==> src/rtl/countdown_pkg.sv <==
// Shared types and constants for the countdown timer control slice.
package countdown_pkg;

  localparam int STATE_W         = 2;
  localparam int SEC_W           = 6;
  localparam int SEC_MAX         = 59;
  localparam int DEFAULT_MAX_MIN = 99;

  typedef enum logic [STATE_W-1:0] {
    ST_IDLE  = 2'd0,
    ST_RUN   = 2'd1,
    ST_PAUSE = 2'd2,
    ST_ALARM = 2'd3
  } state_t;

endpackage

==> src/rtl/countdown_sequencer_if.sv <==
// Control/status bundle between the input decoders, the sequencer and the
// display/alarm consumers. The sequencer is the slave; the driver side is master.
interface countdown_sequencer_if #(
  parameter int MIN_W = 7
);
  import countdown_pkg::*;

  logic                tick_i;
  logic                start_i;
  logic                sec_inc;
  logic                sec_dec;
  logic                min_inc;
  logic                min_dec;
  logic [MIN_W-1:0]    minutes;
  logic [SEC_W-1:0]    seconds;
  logic [STATE_W-1:0]  state_o;
  logic                running;
  logic                alarm;

  modport master (
    output tick_i, start_i, sec_inc, sec_dec, min_inc, min_dec,
    input  minutes, seconds, state_o, running, alarm
  );

  modport slave (
    input  tick_i, start_i, sec_inc, sec_dec, min_inc, min_dec,
    output minutes, seconds, state_o, running, alarm
  );

endinterface

==> src/rtl/countdown_edge_det.sv <==
// Registers the start button level and emits a one-cycle pulse on its rising
// edge. History resets to 1 so a button held through reset does not fire.
module countdown_edge_det (
  input  logic clk,
  input  logic rst,
  input  logic d,
  output logic rise
);

  logic d_q;

  // previous-level register, preset high on reset
  always_ff @(posedge clk) begin
    if (rst) d_q <= 1'b1;
    else     d_q <= d;
  end

  assign rise = d & ~d_q;

endmodule

==> src/rtl/countdown_sequencer.sv <==
// Central countdown control FSM: owns the mm:ss value, applies encoder edits,
// counts down on the 1 Hz tick and drives the alarm pattern at expiry.
module countdown_sequencer
  import countdown_pkg::*;
#(
  parameter int MAX_MIN     = DEFAULT_MAX_MIN,
  parameter int ALARM_TICKS = 10,
  parameter int MIN_W       = 7
) (
  input  logic                  clk,
  input  logic                  rst,
  countdown_sequencer_if.slave  bus
);

  localparam int CNT_W = $clog2(ALARM_TICKS + 1);

  localparam logic [MIN_W-1:0] MIN_TOP   = MIN_W'(MAX_MIN);
  localparam logic [MIN_W-1:0] MIN_ONE   = MIN_W'(1);
  localparam logic [SEC_W-1:0] SEC_TOP   = SEC_W'(SEC_MAX);
  localparam logic [SEC_W-1:0] SEC_ONE   = SEC_W'(1);
  localparam logic [CNT_W-1:0] CNT_LAST  = CNT_W'(ALARM_TICKS - 1);
  localparam logic [CNT_W-1:0] CNT_ONE   = CNT_W'(1);

  state_t             state_q, state_n;
  logic [MIN_W-1:0]   min_q, min_n, min_ed;
  logic [SEC_W-1:0]   sec_q, sec_n, sec_ed;
  logic [MIN_W-1:0]   pmin_q, pmin_n;
  logic [SEC_W-1:0]   psec_q, psec_n;
  logic               alarm_q, alarm_n;
  logic               running_q, running_n;
  logic [CNT_W-1:0]   cnt_q, cnt_n;
  logic               start_evt;
  logic               time_nz;

  countdown_edge_det u_start_edge (
    .clk  (clk),
    .rst  (rst),
    .d    (bus.start_i),
    .rise (start_evt)
  );

  // edited time candidates: seconds wrap, minutes saturate, inc+dec cancels
  always_comb begin
    sec_ed = sec_q;
    min_ed = min_q;
    if (bus.sec_inc && !bus.sec_dec)
      sec_ed = (sec_q >= SEC_TOP) ? '0 : sec_q + SEC_ONE;
    else if (bus.sec_dec && !bus.sec_inc)
      sec_ed = (sec_q == '0) ? SEC_TOP : sec_q - SEC_ONE;
    if (bus.min_inc && !bus.min_dec)
      min_ed = (min_q >= MIN_TOP) ? MIN_TOP : min_q + MIN_ONE;
    else if (bus.min_dec && !bus.min_inc)
      min_ed = (min_q == '0) ? '0 : min_q - MIN_ONE;
  end

  assign time_nz = (min_q != '0) || (sec_q != '0);

  // next-state and next-datapath; priority start_evt > tick_i > edits
  always_comb begin
    state_n = state_q;
    min_n   = min_q;
    sec_n   = sec_q;
    pmin_n  = pmin_q;
    psec_n  = psec_q;
    alarm_n = alarm_q;
    cnt_n   = cnt_q;

    unique case (state_q)
      ST_IDLE: begin
        if (start_evt && time_nz) begin
          state_n = ST_RUN;
          pmin_n  = min_q;
          psec_n  = sec_q;
        end else begin
          min_n = min_ed;
          sec_n = sec_ed;
        end
      end

      ST_RUN: begin
        if (start_evt) begin
          state_n = ST_PAUSE;
        end else if (bus.tick_i) begin
          if (sec_q != '0) begin
            sec_n = sec_q - SEC_ONE;
          end else begin
            sec_n = SEC_TOP;
            min_n = min_q - MIN_ONE;
          end
          // only 0:01 reaches 0:00 on this tick
          if (min_q == '0 && sec_q == SEC_ONE) begin
            state_n = ST_ALARM;
            alarm_n = 1'b1;
            cnt_n   = '0;
          end
        end
      end

      ST_PAUSE: begin
        if (start_evt) begin
          state_n = time_nz ? ST_RUN : ST_IDLE;
        end else begin
          min_n = min_ed;
          sec_n = sec_ed;
        end
      end

      ST_ALARM: begin
        if (start_evt || (bus.tick_i && cnt_q == CNT_LAST)) begin
          state_n = ST_IDLE;
          min_n   = pmin_q;
          sec_n   = psec_q;
          alarm_n = 1'b0;
        end else if (bus.tick_i) begin
          cnt_n   = cnt_q + CNT_ONE;
          alarm_n = ~alarm_q;
        end
      end

      default: state_n = ST_IDLE;
    endcase

    running_n = (state_n == ST_RUN);
  end

  // state and datapath registers
  always_ff @(posedge clk) begin
    if (rst) begin
      state_q   <= ST_IDLE;
      min_q     <= '0;
      sec_q     <= '0;
      pmin_q    <= '0;
      psec_q    <= '0;
      alarm_q   <= 1'b0;
      running_q <= 1'b0;
      cnt_q     <= '0;
    end else begin
      state_q   <= state_n;
      min_q     <= min_n;
      sec_q     <= sec_n;
      pmin_q    <= pmin_n;
      psec_q    <= psec_n;
      alarm_q   <= alarm_n;
      running_q <= running_n;
      cnt_q     <= cnt_n;
    end
  end

  assign bus.minutes = min_q;
  assign bus.seconds = sec_q;
  assign bus.state_o = state_q;
  assign bus.running = running_q;
  assign bus.alarm   = alarm_q;

endmodule

==> src/flat_wrapper.sv <==
// flat-port wrapper written by rule: the top's interface ports become plain ports
module countdown_sequencer_flat import countdown_pkg::*;
#(
  parameter int MAX_MIN     = DEFAULT_MAX_MIN,
  parameter int ALARM_TICKS = 10,
  parameter int MIN_W       = 7
)
  (clk, rst, bus_tick_i, bus_start_i, bus_sec_inc, bus_sec_dec, bus_min_inc, bus_min_dec, bus_minutes, bus_seconds, bus_state_o, bus_running, bus_alarm);
  countdown_sequencer_if #(.MIN_W(MIN_W)) bus_i ();
  input  logic clk;
  input  logic rst;
  input wire logic [$bits(bus_i.tick_i)-1:0] bus_tick_i;
  input wire logic [$bits(bus_i.start_i)-1:0] bus_start_i;
  input wire logic [$bits(bus_i.sec_inc)-1:0] bus_sec_inc;
  input wire logic [$bits(bus_i.sec_dec)-1:0] bus_sec_dec;
  input wire logic [$bits(bus_i.min_inc)-1:0] bus_min_inc;
  input wire logic [$bits(bus_i.min_dec)-1:0] bus_min_dec;
  output wire logic [$bits(bus_i.minutes)-1:0] bus_minutes;
  output wire logic [$bits(bus_i.seconds)-1:0] bus_seconds;
  output wire logic [$bits(bus_i.state_o)-1:0] bus_state_o;
  output wire logic [$bits(bus_i.running)-1:0] bus_running;
  output wire logic [$bits(bus_i.alarm)-1:0] bus_alarm;
  assign bus_i.tick_i = bus_tick_i;
  assign bus_i.start_i = bus_start_i;
  assign bus_i.sec_inc = bus_sec_inc;
  assign bus_i.sec_dec = bus_sec_dec;
  assign bus_i.min_inc = bus_min_inc;
  assign bus_i.min_dec = bus_min_dec;
  assign bus_minutes = bus_i.minutes;
  assign bus_seconds = bus_i.seconds;
  assign bus_state_o = bus_i.state_o;
  assign bus_running = bus_i.running;
  assign bus_alarm = bus_i.alarm;
  countdown_sequencer #(.MAX_MIN(MAX_MIN), .ALARM_TICKS(ALARM_TICKS), .MIN_W(MIN_W)) u_core (.clk(clk), .rst(rst), .bus(bus_i));
endmodule
==> config.mk <==
export PLATFORM = sky130hd
export DESIGN_NAME = countdown_sequencer_flat
export DESIGN_NICKNAME = d
export VERILOG_FILES = /design/src/rtl/countdown_pkg.sv /design/src/rtl/countdown_sequencer_if.sv /design/src/rtl/countdown_edge_det.sv /design/src/rtl/countdown_sequencer.sv /design/src/flat_wrapper.sv
export SDC_FILE = /design/constraint.sdc
export NUM_CORES = 1
export LEC_CHECK = 0
export BUFFER_PORTS_ARGS = -buffer_cell sky130_fd_sc_hd__buf_2
export CORE_MARGIN = 2
export CORE_UTILIZATION = 63
export CTS_CLUSTER_DIAMETER = 40
export DETAILED_ROUTE_END_ITERATION = 8
export GPL_ROUTABILITY_DRIVEN = 0
export PLACE_DENSITY_LB_ADDON = 0.05
export SLEW_MARGIN = 20
export SYNTH_ARGS = -nofsm -noshare
export SYNTH_HDL_FRONTEND = slang
export SYNTH_SLANG_ARGS = --single-unit
==> constraint.sdc <==
create_clock -name clk -period 5.4 [get_ports clk]
set_clock_uncertainty 0.2 [all_clocks]
set_input_delay 0.81 -clock clk [delete_from_list [all_inputs] [get_ports clk]]
set_output_delay 0.81 -clock clk [all_outputs]
set_load 0.05 [all_outputs]
==> results.toml <==
[timing]
worst_pin_slew_ps = 879.4
max_freq_mhz = 313.4
hold_viol_final = 0
setup_tns_ps = 0
finalCritPeriodShare_pct = 59.08
slew_violations = 0
maxSlewHeadroom_pct = 41.29
rsz0062_at_grt = "no"
setup_violations = 0
min_period_ps = 3191

[logic_synthesis]
synthFlopType = "dfxtp_1"
syn-num-nets = 330
ys_types = 54
yosysMostFrequentCell = "nor2_1"
synth_cells = 313
yosys-top-cells-area = "dfxtp_1 30%, a21oi_1 6.4%, nor2_1 6.1%"
yosysSeqAreaShare_pct = 29.72
avgSynthCellArea_um2 = 7.531
synthTopCellsByCount = "38 x nor2_1, 35 x dfxtp_1, 30 x a21oi_1, 30 x nand2_1, 21 x o21ai_0"
ys_warn_count = 0
yosys.area.top_type = "dfxtp_1"
synth_seq_cells = 35
synth-edff-count = 0
yosys.area.top_type_share_pct = 29.72
syn_area_mm2 = 0.002357
synthArstFlopShare_pct = 0

[grt]
antenna_found_initial = 0
grt-ovfl-total = 0
grt_pass1_wl_mm = 9.949
grt_max_degree = 32
grt_pass1_vias = 2126
grt_usage_pct = 29.66

[finish]
diodes = 0
layout-drive-gt1-share_pct = 13.35
fin_cells = 370
fillerInstances = 349
area_growth_pct = 7.006
seqCellArea_um2 = 700.7
multi_input_area_mm2 = 0.001500
final_nets = 338

[drt]
wl_per_cell_um = 15.46
vias = 2347
wirelength_mm = 5.720
via_per_inst = 6.343
drtIter0Drc = 274
drtAntennaViolNets = 0
drc = 0
drt_first_pass_iters = 4

[cts]
postCtsSetupBuffers = 0
clock-sinks = 35
cts_inserted_buffers = 5
cts_resized = 0
cts.reportedPaths.clkPinSlew_ps = 70
cts_tree = "done"
root_buffer = "clkbuf_8"
clockBufferDepth = 2
clk_latency_ps = 290
h-tree-depth = 2
hold_buffers = 0

[critical_path]
cp_cell_sequence = "inv_2 > nor2_1 > nand2_1 > a221o_1 > a2111oi_2 > nor3_1"
cpPeakStageDelay_ps = 900
endpoint_kind = "register"
cp_slowest_cell = "dfxtp_1"
startpoint_type = "register"
arrival_ps = 3140
cp_data_required_time_ps = 5350
worstRegToRegCells = 6
setup.worst_path.class = "reg2reg"
crit_fanout = 24

[power_and_ir_drop]
p_sw_mw = 0.4382
pwr-share-comb_pct = 43.8
switching_share_pct = 43.53
powerDensity_mw_per_mm2 = 399.1
p_int_mw = 0.5684
p_leak_nw = 1.003
power_frac_clock_pct = 20.6
power_frac_seq_pct = 35.6
peakVddDrop_mv = 0.2879

[placement]
place_inst = 362
portBuffers = 24
hpwl_mm = 3.938

[floorplanning]
die_x_um = 65.17
core_mm2 = 0.003633
fp.dieH_um = 65.17
rows = 22
fp.dieArea_mm2 = 0.004247
io_pins = 25
start_util_pct = 64.88

[worst_hold_path]
hold_depth = 2
hold_path_class = "reg2reg"

[job]
max-cap-violations = 0

[run_status]
outcome = "completed"
[kinds of logic after synthesis]
| kind of cell | share of synthesized area [%] |
|---|---|
| AND/OR/NAND/NOR | 26.86 |
| AO/OA/AOI/OAI | 25.21 |
| multiplexers | 3.822 |
| flip-flops | 29.72 |
| XOR/XNOR | 2.973 |
| buffers and inverters | 6.634 |
| adder cells (fa/ha/maj) | 4.777 |
[flip-flops by register name, summed over array words and instances (netlist names)]
signal,cells
u_core.bus.alarm,1
u_core.bus.minutes,7
u_core.bus.running,1
u_core.bus.seconds,6
u_core.bus.state_o,2
u_core.cnt_q,4
u_core.pmin_q,7
u_core.psec_q,6
u_core.u_start_edge.d_q,1
[routing by layer]
| metal | vias to the layer above | global-route usage (%) | share of wire (%) |
|---|---|---|---|
| met3 | 9 | 4.795 | 6.8 |
| met4 | 0 | 9.896 | 1.6 |
| met1 | 1089 | 42.93 | 47 |
| li1 | 1151 | - | - |
| met2 | 98 | 44.90 | 44 |
| met5 | - | 0 | 0 |
[placed cells by master, fill, tap and decap left out, types with 4 or more instances in the layout]
master	count
nand3_1	13
nor2_1	38
o21ai_0	21
inv_1	9
nor4_1	6
nand2_1	30
mux2i_1	9
dfxtp_1	35
clkbuf_8	7
ha_1	9
and3_1	7
o21a_1	4
o31ai_1	6
xnor2_1	6
nor3_1	13
buf_2	24
a31oi_1	6
a21oi_1	30
[worst max-delay path, delay by kind of cell (launching register included)]
family	cells	cell delay (ps)
AOI/OAI and AO/OA	2	790
buffers and inverters	1	270
DFF	1	900
and+or+nand+nor	3	890
[final cells by class]
class	count	area share, %
multi-input combinational	244	59.47
sequential	35	27.78
timing repair buffer	24	4.762
clock buffer	8	3.968
tap	48	2.381
inverter	11	1.637
[worst paths after layout]
kind,slack (ps),endpoint,from
setup reg to reg,2210,u_core.bus.seconds[2],u_core.bus.state_o[0]
hold reg to reg,270,u_core.psec_q[5],u_core.psec_q[5]
hold / removal,270,u_core.psec_q[5],u_core.psec_q[5]
setup / recovery,2210,u_core.bus.seconds[2],u_core.bus.state_o[0]
[power by group through the flow]
| stage | clock network [mW] | registers [mW] | logic (mW) |
|---|---|---|---|
| 6_report | 0.207 | 0.358 | 0.441 |
| 5_1_grt | 0.221 | 0.366 | 0.484 |
| 4_1_cts | 0.210 | 0.356 | 0.439 |
| 3_5_place_dp | 0 | 0.362 | 0.435 |
| 3_3_place_gp | 0 | 0.361 | 0.434 |
| 2_1_floorplan | 0 | 0.397 | 0.327 |
[metrics by stage]
stage	setup WS [ps]	util, %	power (mW)	hold WS [ps]	instance area, um2
2_1_floorplan	2727	-	0.7239	236.6	2357
3_3_place_gp	2307	66.67	0.7945	255.5	2422
3_5_place_dp	2308	66.67	0.7979	250.2	2422
4_1_cts	2271	69.42	1.005	264.5	2522
5_1_grt	1958	69.42	1.071	320.4	2522
6_report	2209	69.42	1.007	269.7	2522
Note: power is estimated with default switching activity, not from simulation.
